==> src/rtl/universal_shift_engine.sv <==
// rtl/universal_shift_engine.sv - multi-mode shift register with command handshake and shift-by-N sequencing
module universal_shift_engine #(
    parameter int WIDTH = 8,
    parameter int AMT_W = 4
) (
    input  logic             clk,
    input  logic             reset,
    input  logic             cmd_valid,
    output logic             cmd_ready,
    input  logic [2:0]       cmd_op,
    input  logic [AMT_W-1:0] cmd_amt,
    input  logic [WIDTH-1:0] data_in,
    input  logic             serial_in,
    output logic [WIDTH-1:0] data_out,
    output logic             serial_out,
    output logic             busy,
    output logic             done
);

    localparam logic [2:0] OP_CLEAR = 3'd0;
    localparam logic [2:0] OP_LOAD  = 3'd1;
    localparam logic [2:0] OP_SHL   = 3'd2;
    localparam logic [2:0] OP_SHR   = 3'd3;
    localparam logic [2:0] OP_SRA   = 3'd4;
    localparam logic [2:0] OP_ROL   = 3'd5;
    localparam logic [2:0] OP_ROR   = 3'd6;
    localparam logic [2:0] OP_NOP   = 3'd7;

    typedef enum logic {IDLE, SHIFT} state_t;

    state_t           state_q, state_d;
    logic [AMT_W-1:0] cnt;
    logic [2:0]       op_q;
    logic             dir;
    logic             accept;
    logic             cmd_is_shift;
    logic             start_multi;

    function automatic logic [WIDTH-1:0] step_fn(input logic [2:0] op,
                                                 input logic [WIDTH-1:0] d,
                                                 input logic sin);
        logic [WIDTH-1:0] r;
        r = d;
        case (op)
            OP_SHL:  r = {d[WIDTH-2:0], sin};
            OP_SHR:  r = {sin, d[WIDTH-1:1]};
            OP_SRA:  r = {d[WIDTH-1], d[WIDTH-1:1]};
            OP_ROL:  r = {d[WIDTH-2:0], d[WIDTH-1]};
            OP_ROR:  r = {d[0], d[WIDTH-1:1]};
            default: r = d;
        endcase
        return r;
    endfunction

    assign cmd_ready    = (state_q == IDLE);
    assign busy         = (state_q == SHIFT);
    assign serial_out   = dir ? data_out[0] : data_out[WIDTH-1];
    assign accept       = cmd_valid && cmd_ready;
    assign cmd_is_shift = (cmd_op != OP_CLEAR) && (cmd_op != OP_LOAD) && (cmd_op != OP_NOP);
    assign start_multi  = accept && cmd_is_shift && (cmd_amt != '0);

    always_comb begin
        state_d = state_q;
        case (state_q)
            IDLE:    if (start_multi) state_d = SHIFT;
            SHIFT:   if (cnt == AMT_W'(1)) state_d = IDLE;
            default: state_d = IDLE;
        endcase
    end

    always_ff @(posedge clk or posedge reset) begin
        if (reset) begin
            state_q <= IDLE;
        end else begin
            state_q <= state_d;
        end
    end

    // Single-cycle ops complete at the accept edge; shifts with amt>0 step once per edge in SHIFT.
    always_ff @(posedge clk or posedge reset) begin
        if (reset) begin
            data_out <= '0;
            cnt      <= '0;
            op_q     <= '0;
            dir      <= 1'b0;
            done     <= 1'b0;
        end else begin
            done <= 1'b0;
            if (state_q == SHIFT) begin
                data_out <= step_fn(op_q, data_out, serial_in);
                cnt      <= cnt - AMT_W'(1);
                if (cnt == AMT_W'(1)) done <= 1'b1;
            end else if (accept) begin
                if (start_multi) begin
                    op_q <= cmd_op;
                    cnt  <= cmd_amt;
                    dir  <= !((cmd_op == OP_SHL) || (cmd_op == OP_ROL));
                end else begin
                    done <= 1'b1;
                    if (cmd_op == OP_CLEAR) data_out <= '0;
                    else if (cmd_op == OP_LOAD) data_out <= data_in;
                end
            end
        end
    end

endmodule

==> config.mk <==
export PLATFORM = sky130hd
export DESIGN_NAME = universal_shift_engine
export DESIGN_NICKNAME = d
export VERILOG_FILES = /design/src/rtl/universal_shift_engine.sv
export SDC_FILE = /design/constraint.sdc
export NUM_CORES = 1
export LEC_CHECK = 0
export CAP_MARGIN = 20
export CORE_UTILIZATION = 53
export CTS_BUF_LIST = sky130_fd_sc_hd__clkbuf_8
export DETAILED_ROUTE_END_ITERATION = 8
export HOLD_SLACK_MARGIN = 0.15
export PLACE_DENSITY = 0.95
export REMOVE_ABC_BUFFERS = 1
export SLEW_MARGIN = 10
export SYNTH_ARGS = -nofsm -noshare
export SYNTH_HDL_FRONTEND = slang
export SYNTH_SLANG_ARGS = --single-unit
==> constraint.sdc <==
create_clock -name clk -period 3.4 [get_ports clk]
set_input_delay 0.85 -clock clk [delete_from_list [all_inputs] [get_ports clk]]
set_output_delay 0.85 -clock clk [all_outputs]
set_load 0.03 [all_outputs]
==> impl_results.md, run 1 <==
- CTS tree: built
- Clock transition at path regs: 0.06 ns
- Yosys cell types: 45
- Worst reg2reg endpoint: op_q[2]
- GR Overflow Total: 0
- Final design utilization: 74.1%
- Hold Path Sink: cnt[0]
- DRC viols: 0
- Peak supply drop: 0.000654 V
- Final nets: 169
- Most frequent cells in the layout: clkdlybuf4s50_1, dfrtp_1, nor2_1
- Placer congestion estimate: 0.769
- Post-route ant nets: 0
- Crit path max-delay family: buffers and inverters
- Tmin final: 2.61 ns
- Clock buffer depth: 2
- CP endpoint kind: primary output
- # IOs: 31
- Via density: 5.99
- Routed vias: 1,036
- Crit Path Max Fanout: 14
- Fin. max-slew vios: 0
- Worst Tran Pin Value: 0.689 ns
- Rel. slew slack: 54.0%
- Fillers: 152
- Die span in y: 48.7 µm
- Max-cap violations: 0
- Cells after synthesis: 118
- Total power: 0.00154 W
- Post-synth top area share: 39.0%
- CTS root buf: clkbuf_8
- Rows: 16
- TritonCTS Sinks: 18
- Share of layout cells above drive strength 1: 13.0%
- Leakage power: 0.609 nW
- Period utilization: 76.9%
- Setup bufs post-CTS: 0
- Yosys reg bits: 18
- H-Tree Depth: 1
- Setup CP Type: flip-flop to primary output
- Final setup fails: 0
- IO buf count: 30
- Data arrival, critical path: 1.76 ns
- Status: completed
- Clk_lat worst skew: 0.25 ns
- Power per Cell Area: 1040 mW/mm²
- DP Cell Count: 170
- Post-DP HPWL: 1.95 mm
- Worst Hold Class: flip-flop to flip-flop
- Num CTS Buffers: 3
- Mapped cell area: 0.00116 mm²
- RSZ-0062 raised after global routing: false
- Initial antenna violation count: 0
- Area Growth Syn to Fin: 28.2%
- Hold-fix buffers, CTS: 0
- Critical Path RT: 2.55 ns
- CP Cell Sequence: inv_2 > clkdlybuf4s50_1
- Flop2flop setup slack: 1.41 ns
- Reg2Reg Launch Point: busy
- Synth Flop Type: dfrtp_1
- Commonest non-fill, non-tap cell in the layout: clkdlybuf4s50_1
- Dominant cell type by area after synthesis: dfrtp_1
- First-pass GRT wire length: 4.39 mm
- Routed len/inst: 14.8 µm
- DIE AREA: 0.00237 mm²
- Setup Total Neg Slack: 0 ns
- N_diodes: 0
- Footprint of the multi-input gates: 631 µm²
- Initial Utilization: 57.8%
- DRT Wirelength: 2.57 mm
- Initial drt markers: 45
- Fmax: 383 MHz
- HP Start: cnt[0]
- Core ar.: 0.00200 mm²
- Post-Syn Area per Cell: 9.80 µm²
- Area contributors post-synth: dfrtp_1, a22oi_1, a21oi_1
- Largest net degree at the start of global routing: 19
- Hold Path Stages: 1
- Nature of the critical path startpoint: flip-flop
- R2r worst-path depth: 3
- Die Wd: 48.7 µm
- Post-CTS Resized: 0
- Finished Layout Cells: 173
- Total GRT Usage: 23.8%
- Asr flop ratio synth: 100%
- Sequential share of the synthesized area: 39.0%
- Clk_skew: 0.00254 ns
- WP buf/inv: 2
- YS warnings: 0
- Slowest-stage cell, CP: clkdlybuf4s50_1
- Register area: 450 µm²
- Post-synth EDFFs: 0
- Final Hold Fails: 0
- Max incr delay on CP: 0.70 ns
- Vias in the first global route: 994
- First-pass iteration count of the detailed router: 4
[per-stage QoR]
stage / hold slack [ns] / worst slack [ns] / area (µm²)
after detailed placement: 0.549 / 0.601 / 1440
after CTS: 0.558 / 0.794 / 1480
after floorplan: 0.494 / 1.43 / 1110
final: 0.551 / 0.786 / 1480
after global routing: 0.579 / 0.728 / 1480
after global placement: 0.516 / 0.720 / 1440
[cell families after synthesis]
family,Yosys count,share of synthesized area (%)
buffers and inverters,12,6.49
adder cells (fa/ha/maj),2,2.16
AO/OA/AOI/OAI,41,24.9
multiplexers,8,7.58
flip-flops,18,39.0
XOR/XNOR,2,1.52
AND/OR/NAND/NOR,35,18.4
[registers in the layout, indices dropped and copies added (netlist names)]
register,count
busy,1
dir,1
cnt,4
done,1
data_out,8
op_q,3
[cell type report]
cell class,instances,share of cell area (%)
Multi-Input combinational cell,88,42.5
Clock buffer,3,2.78
Sequential cell,18,30.4
Inverter,7,1.77
Timing Repair Buffer,30,20.3
Tap cell,27,2.28
[power breakdown]
group | switching (W) | leakage (nW) | internal (W)
sequential | 0.000161 | 0.208 | 0.000328
combinational | 0.000478 | 0.379 | 0.000428
clock | 0.0000662 | 0.0216 | 0.0000786
[worst max-delay path by stage]
stage	startpoint	endpoint	slack, ns	cells after the start
floorplan	cmd_valid	op_q[2]	1.43	3
global placement	cmd_op[2]	op_q[2]	0.72	4
detailed placement	cmd_op[2]	op_q[2]	0.60	4
CTS	busy	cmd_ready	0.79	2
global route	busy	cmd_ready	0.73	2
finish	busy	cmd_ready	0.79	2
[worst reg2reg max path: stages (launching register included)]
cell      delay [ns]
dfrtp_1         0.55
nand2b_1        0.30
nor4_4          0.62
mux2_2          0.41
[routing by layer]
metal	wire [µm]	GRT usage, %	vias to the layer above
li1	-	-	494
met1	1110	30.5	502
met2	1310	41.7	36
met3	120	2.83	4
met4	27	7.35	0
met5	0	0	-
[Yosys cell counts, types with 2 or more instances]
master    instances
ha_1              2
dfrtp_1          18
nand2_1           6
and3_2            2
buf_2             2
mux2i_1           5
o22ai_1           5
nand2b_1          2
nor2_1           11
inv_1             6
o21ai_0           5
nand3_1           3
nor3_1            3
mux2_2            2
a22oi_1           7
a21oi_1          10
No activity file was read; power rests on OpenSTA's default activity.
==> run 2: changes to the inputs <==
Settings changed: CORE_UTILIZATION 53 to 45, PLACE_DENSITY 0.95 to 0.9.
Clock period 3.4 ns to 2.1 ns, I/O delays scaled along.
==> impl_results.md, run 2 (synthesis results as in run 1) <==
- Status: completed
- Hold Path Stages: 1 (unchanged)
- Vias in the first global route: 1,039 (+4.5%)
- Commonest non-fill, non-tap cell in the layout: clkdlybuf4s50_1
- DRC viols: 0 (unchanged)
- Hold-fix buffers, CTS: 0 (unchanged)
- Sw frac: 46.1% (+0.31 points)
- Worst Hold Class: flip-flop to flip-flop
- Footprint of the multi-input gates: 631 µm² (unchanged)
- Combinational power share: 60.2% (+1.4 points)
- Power per Cell Area: 1650 mW/mm² (+59%)
- Placer congestion estimate: 0.837 (+8.8%)
- Share of layout cells above drive strength 1: 18.1% (+5.1 points)
- Register area: 450 µm² (unchanged)
- Met2 wire length: 1.51 mm (+15%)
- Initial antenna violation count: 0 (unchanged)
- RSZ-0062 raised after global routing: false
- Flop2flop setup slack: 0.20 ns (-1.21 ns)
- TritonCTS Sinks: 18 (unchanged)
- Num CTS Buffers: 3 (unchanged)
- Core ar.: 0.00245 mm² (+23%)
- Fin. max-slew vios: 0 (unchanged)
- Leakage power: 0.665 nW (+9.2%)
- Final nets: 178 (+5.3%)
- Period utilization: 94.4%
- # IOs: 31 (unchanged)
- Data arrival, critical path: 2.12 ns (+0.36 ns)
- Biggest register: data_out
- Final Hold Fails: 0 (unchanged)
- Clk_skew: 0.00304 ns (+0.000499 ns)
- Reg2Reg Launch Point: busy
- Clock transition at path regs: 0.06 ns (about the same)
- Worst reg2reg endpoint: op_q[2]
- DRT Wirelength: 2.88 mm (+12%)
- DP Area: 0.00151 mm² (+4.9%)
- Largest net degree at the start of global routing: 19 (unchanged)
- R2r worst-path depth: 3 (unchanged)
- Final setup fails: 0 (unchanged)
- Most frequent cells in the layout: clkdlybuf4s50_1, dfrtp_1, nor2_1
- CTS root buf: clkbuf_8
- Area Growth Syn to Fin: 34.4%
- Largest register FFs: 8 (unchanged)
- Crit Path Max Fanout: 12 (-2)
- Peak supply drop: 0.000938 V (+43%)
- DP Cell Count: 182 (+7.1%)
- Hold Path Sink: cnt[0]
- Initial Utilization: 47.1% (-11 points)
- Routed len/inst: 15.6 µm (+5.0%)
- H-Tree Depth: 1 (unchanged)
- Biggest regs: data_out x8, cnt x4, op_q x3
- Initial drt markers: 30 (-33%)
- M1 WL: 1.14 mm (+3.4%)
- Via density: 5.89 (-1.6%)
- Post-route ant nets: 0 (unchanged)
- Max-cap violations: 0 (unchanged)
- Rel. slew slack: 57.8% (+3.8 points)
- Pint: 0.00138 W (+66%)
- Routed vias: 1,090 (+5.2%)
- Met3 wire len: 155 µm (+29%)
- Setup CP Type: input pin to flip-flop
- Max layer used: met4
- First-pass GRT wire length: 4.79 mm (+9.1%)
- IO buf count: 30 (unchanged)
- CTS tree: built
- Clk pwr share: 9.2% (-0.2 points)
- Design area: 0.00155 mm² (+4.8%)
- Finished Layout Cells: 185 (+6.9%)
- Post-DP HPWL: 2.20 mm (+13%)
- HP Start: cnt[0]
- Fillers: 199 (+31%)
- N_diodes: 0 (unchanged)
- Nature of the critical path startpoint: input pin
- Setup bufs post-CTS: 0 (unchanged)
- Critical Path RT: 2.24 ns (-0.31 ns)
- Tmin final: 1.98 ns
- Total GRT Usage: 23.7% (-0.069 points)
- GR Overflow Total: 0 (unchanged)
- Fmax: 504 MHz
- Worst Tran Pin Value: 0.629 ns (-0.0604 ns)
- Clk_lat worst skew: 0.25 ns (about the same)
- Die span in y: 52.7 µm (+8.2%)
- Rows: 18 (+2)
- CP endpoint kind: flip-flop
- Die Wd: 52.7 µm (+8.2%)
- Register share of total power: 30.5% (-1.3 points)
- Sw power: 0.00118 W (+68%)
- First-pass iteration count of the detailed router: 4 (unchanged)
- DIE AREA: 0.00278 mm² (+17%)
- Clock buffer depth: 2 (unchanged)
==> run 2: cell types whose count changed in the layout (fill, tap and decap cells not counted) <==
cell	before	now
buf_4	0	9
clkdlybuf4s50_1	30	27
dlygate4sd2_1	0	2
dlymetal6s2s_1	0	1
==> run 2: worst max path at each step <==
| stage | start | endpoint | slack (ns) | depth (start not counted) |
|---|---|---|---|---|
| 6_report | cmd_op[2] | op_q[2] | 0.12 | 4 |
| 5_1_grt | cmd_valid | op_q[2] | 0.02 | 4 |
| 4_1_cts | busy | cmd_ready | 0.02 | 2 |
| 3_5_place_dp | cmd_op[1] | op_q[2] | -0.15 | 4 |
| 3_3_place_gp | cmd_op[1] | op_q[2] | -0.11 | 4 |
| 2_1_floorplan | busy | op_q[2] | 0.19 | 3 |
==> run 2: power by group through the flow <==
stage	sequential (W)	combinational (W)	clock (W)
after floorplan	0.000913	0.000859	0
after global placement	0.000763	0.00150	0
after detailed placement	0.000781	0.00156	0
after CTS	0.000773	0.00155	0.000242
after global routing	0.000806	0.00169	0.000254
final	0.000783	0.00155	0.000237
==> run 2: what timing repair did <==
item	4_1_cts	5_1_grt
setup endpoints to repair	2	1
gates cloned	0	0
resized for setup	2	1
==> run 2: final cells by class <==
class	count	area share [%]
multi-input combinational	88	40.6
clock buffer	3	2.66
inverter	7	1.69
timing repair buffer	39	23.7
tap	30	2.42
sequential	18	29.0
==> run 2: routing by layer <==
metal,global-route usage (%),up-vias
met4,12.7,0
met2,41.8,36
met3,4.06,10
li1,-,518
met1,26.9,526
met5,0,-
==> run 2: metrics by stage <==
stage               total power (W)  setup slack [ns]  utilization [%]  hold slack, ns  TNS (ns)
finish                      0.00257             0.117             63.3           0.544         0
detailed placement          0.00234            -0.154             61.6           0.538    -0.684
floorplan                   0.00177             0.195                -           0.464         0
CTS                         0.00257            0.0196             63.2           0.546         0
global placement            0.00226            -0.112             61.6           0.525    -0.178
global route                0.00275            0.0157             63.3           0.572         0
==> run 2: worst max-delay path: stages <==
cell             delay [ns]
clkdlybuf4s50_1        0.50
nor2_1                 0.08
nor4_4                 0.61
mux2_2                 0.40
==> run 3: changes to the inputs <==
Settings changed: CELL_PAD_IN_SITES_DETAIL_PLACEMENT from default to 2, CELL_PAD_IN_SITES_GLOBAL_PLACEMENT from default to 2, CORE_UTILIZATION 45 to 27, PLACE_DENSITY 0.9 to 0.89.
==> impl_results.md, run 3 (synthesis results as in run 1) <==
- Status: completed
- Worst Tran Pin Value: 0.395 ns (-0.234 ns)
- Final setup fails: 0 (unchanged)
- Register share of total power: 28.9% (-1.6 points)
- Routed vias: 1,139 (+4.5%)
- Core ar.: 0.00406 mm² (+65%)
- Clk_skew: 0.00486 ns (+0.00182 ns)
- Biggest regs: data_out x8, cnt x4, op_q x3
- Initial drt markers: 41 (+37%)
- Largest register FFs: 8 (unchanged)
- Combinational power share: 61.8% (+1.6 points)
- Fmax: 504 MHz (about the same)
- Max-cap violations: 0 (unchanged)
- Clock transition at path regs: 0.07 ns (about the same)
- First-pass GRT wire length: 6.39 mm (+33%)
- CP endpoint kind: primary output
- RSZ-0062 raised after global routing: false
- Largest net degree at the start of global routing: 19 (unchanged)
- H-Tree Depth: 1 (unchanged)
- First-pass iteration count of the detailed router: 4 (unchanged)
- Num CTS Buffers: 3 (unchanged)
- Final nets: 186 (+4.5%)
- Most frequent cells in the layout: clkdlybuf4s50_1, dfrtp_1, buf_4
- Clk_lat worst skew: 0.26 ns (about the same)
- Nature of the critical path startpoint: flip-flop
- Clk pwr share: 9.4% (+0.2 points)
- Clock buffer depth: 2 (unchanged)
- Worst reg2reg endpoint: cnt[3]
- Final design utilization: 40.4% (-23 points)
- Final Hold Fails: 0 (unchanged)
- Post-DP HPWL: 3.07 mm (+40%)
- Peak supply drop: 0.000572 V (-39%)
- Biggest register: data_out
- Max incr delay on CP: 0.67 ns (+0.06 ns)
- Vias in the first global route: 1,294 (+25%)
- Flop2flop setup slack: 0.46 ns (+0.26 ns)
- Reg2Reg Launch Point: busy
- Setup bufs post-CTS: 0 (unchanged)
- DIE AREA: 0.00455 mm² (+64%)
- Initial Utilization: 28.5% (-19 points)
- Routed len/inst: 18.3 µm (+17%)
- Period utilization: 94.5% (about the same)
- Die Wd: 67.4 µm (+28%)
- Share of layout cells above drive strength 1: 22.1% (+4.0 points)
- Leakage power: 0.694 nW (+4.3%)
- CP Cell Sequence: inv_2 > clkdlybuf4s50_1
- DRC viols: 0 (unchanged)
- Worst Hold Class: input pin to asynchronous set/reset pin
- Die span in y: 67.4 µm (+28%)
- Power per Cell Area: 1640 mW/mm² (-0.94%)
- TritonCTS Sinks: 18 (unchanged)
- Total GRT Usage: 19.5% (-4.3 points)
- Post-route ant nets: 0 (unchanged)
- Sw frac: 47.2% (+1.1 points)
- Setup CP Type: flip-flop to primary output
- Fin. max-slew vios: 0 (unchanged)
- Via density: 5.35 (-9.2%)
- GR Overflow Total: 0 (unchanged)
- Rel. slew slack: 73.7% (+16 points)
- Data arrival, critical path: 1.46 ns (-0.66 ns)
- Slowest-stage cell, CP: clkdlybuf4s50_1
- IO buf count: 30 (unchanged)
- DRT Wirelength: 3.89 mm (+35%)
- Fin Hold WS: 0.589 ns (+0.0457 ns)
- CTS tree: built
- Rows: 23 (+5)
- Tmin final: 1.98 ns (+0.00171 ns)
- Initial antenna violation count: 0 (unchanged)
- Sw power: 0.00126 W (+7.0%)
- Area Growth Syn to Fin: 41.7%
- Pint: 0.00141 W (+2.2%)
- Placer congestion estimate: 0.789 (-5.7%)
- Commonest non-fill, non-tap cell in the layout: clkdlybuf4s50_1
- R2r worst-path depth: 5 (+2)
- WP buf/inv: 2 (+1)
- N_diodes: 0 (unchanged)
- # IOs: 31 (unchanged)
- Hold-fix buffers, CTS: 0 (unchanged)
- CTS root buf: clkbuf_8
- Crit path max-delay family: buffers and inverters
- Critical Path RT: 1.57 ns (-0.67 ns)
- Total power: 0.00268 W (+4.4%)
- Crit Path Max Fanout: 5 (-7)
-- run 3: changes by cell type in the layout (fill, tap and decap cells not counted) --
cell and change:
dlygate4sd2_1 -1, buf_4 +8, dlymetal6s2s_1 -1, clkdlybuf4s50_1 +2
-- run 3: worst max-delay path by stage --
stage | start | end | cells after the start
after floorplan | busy | op_q[2] | 3
after global routing | busy | cmd_ready | 2
after CTS | busy | cmd_ready | 2
final | busy | cmd_ready | 2
after detailed placement | cmd_op[1] | data_out[2] | 6
after global placement | cmd_op[1] | data_out[0] | 6
-- run 3: timing repair --
action,in CTS,in global routing
gates resized for setup,1,0
hold endpoints to repair,0,0
endpoints found under the setup margin,1,0
-- run 3: cell type report --
class	count	area [µm²]
clock buffer	3	41.3
fill	446	2420
inverter	7	26.3
multi-input combinational	88	631
sequential	18	450
tap	50	62.6
timing repair buffer	47	427
-- run 3: stage by stage --
| stage | std cells | instance area [µm²] | setup slack [ns] | TNS [ns] |
|---|---|---|---|---|
| finish | 213 | 1640 | 0.115 | 0 |
| global placement | 210 | 1600 | -0.00618 | -0.00725 |
| floorplan | 113 | 1110 | 0.195 | 0 |
| detailed placement | 210 | 1600 | -0.103 | -0.679 |
| global route | 213 | 1640 | 0.0710 | 0 |
| CTS | 213 | 1640 | 0.0820 | 0 |
-- run 3: power groups by stage --
stage	combinational (W)	clock [W]	sequential, W
after floorplan	0.000859	0	0.000913
after global placement	0.00157	0	0.000759
after detailed placement	0.00167	0	0.000783
after CTS	0.00167	0.000261	0.000777
after global routing	0.00179	0.000272	0.000807
final	0.00165	0.000251	0.000773
-- run 3: per-layer routing --
layer | wire length (µm) | GRT usage [%] | vias to the layer above | part of all wire, %
met3 | 126 | 3.38 | 6 | 3.2
met1 | 1560 | 21.7 | 579 | 40
met5 | 0 | 0 | - | 0
met2 | 2160 | 36.8 | 23 | 55
met4 | 46 | 6.38 | 0 | 1.2
li1 | - | - | 531 | -
-- run 3: worst min-delay path, delay by kind of cell --
kind,cells,cell delay (ns)
buf+inv,3,0.71
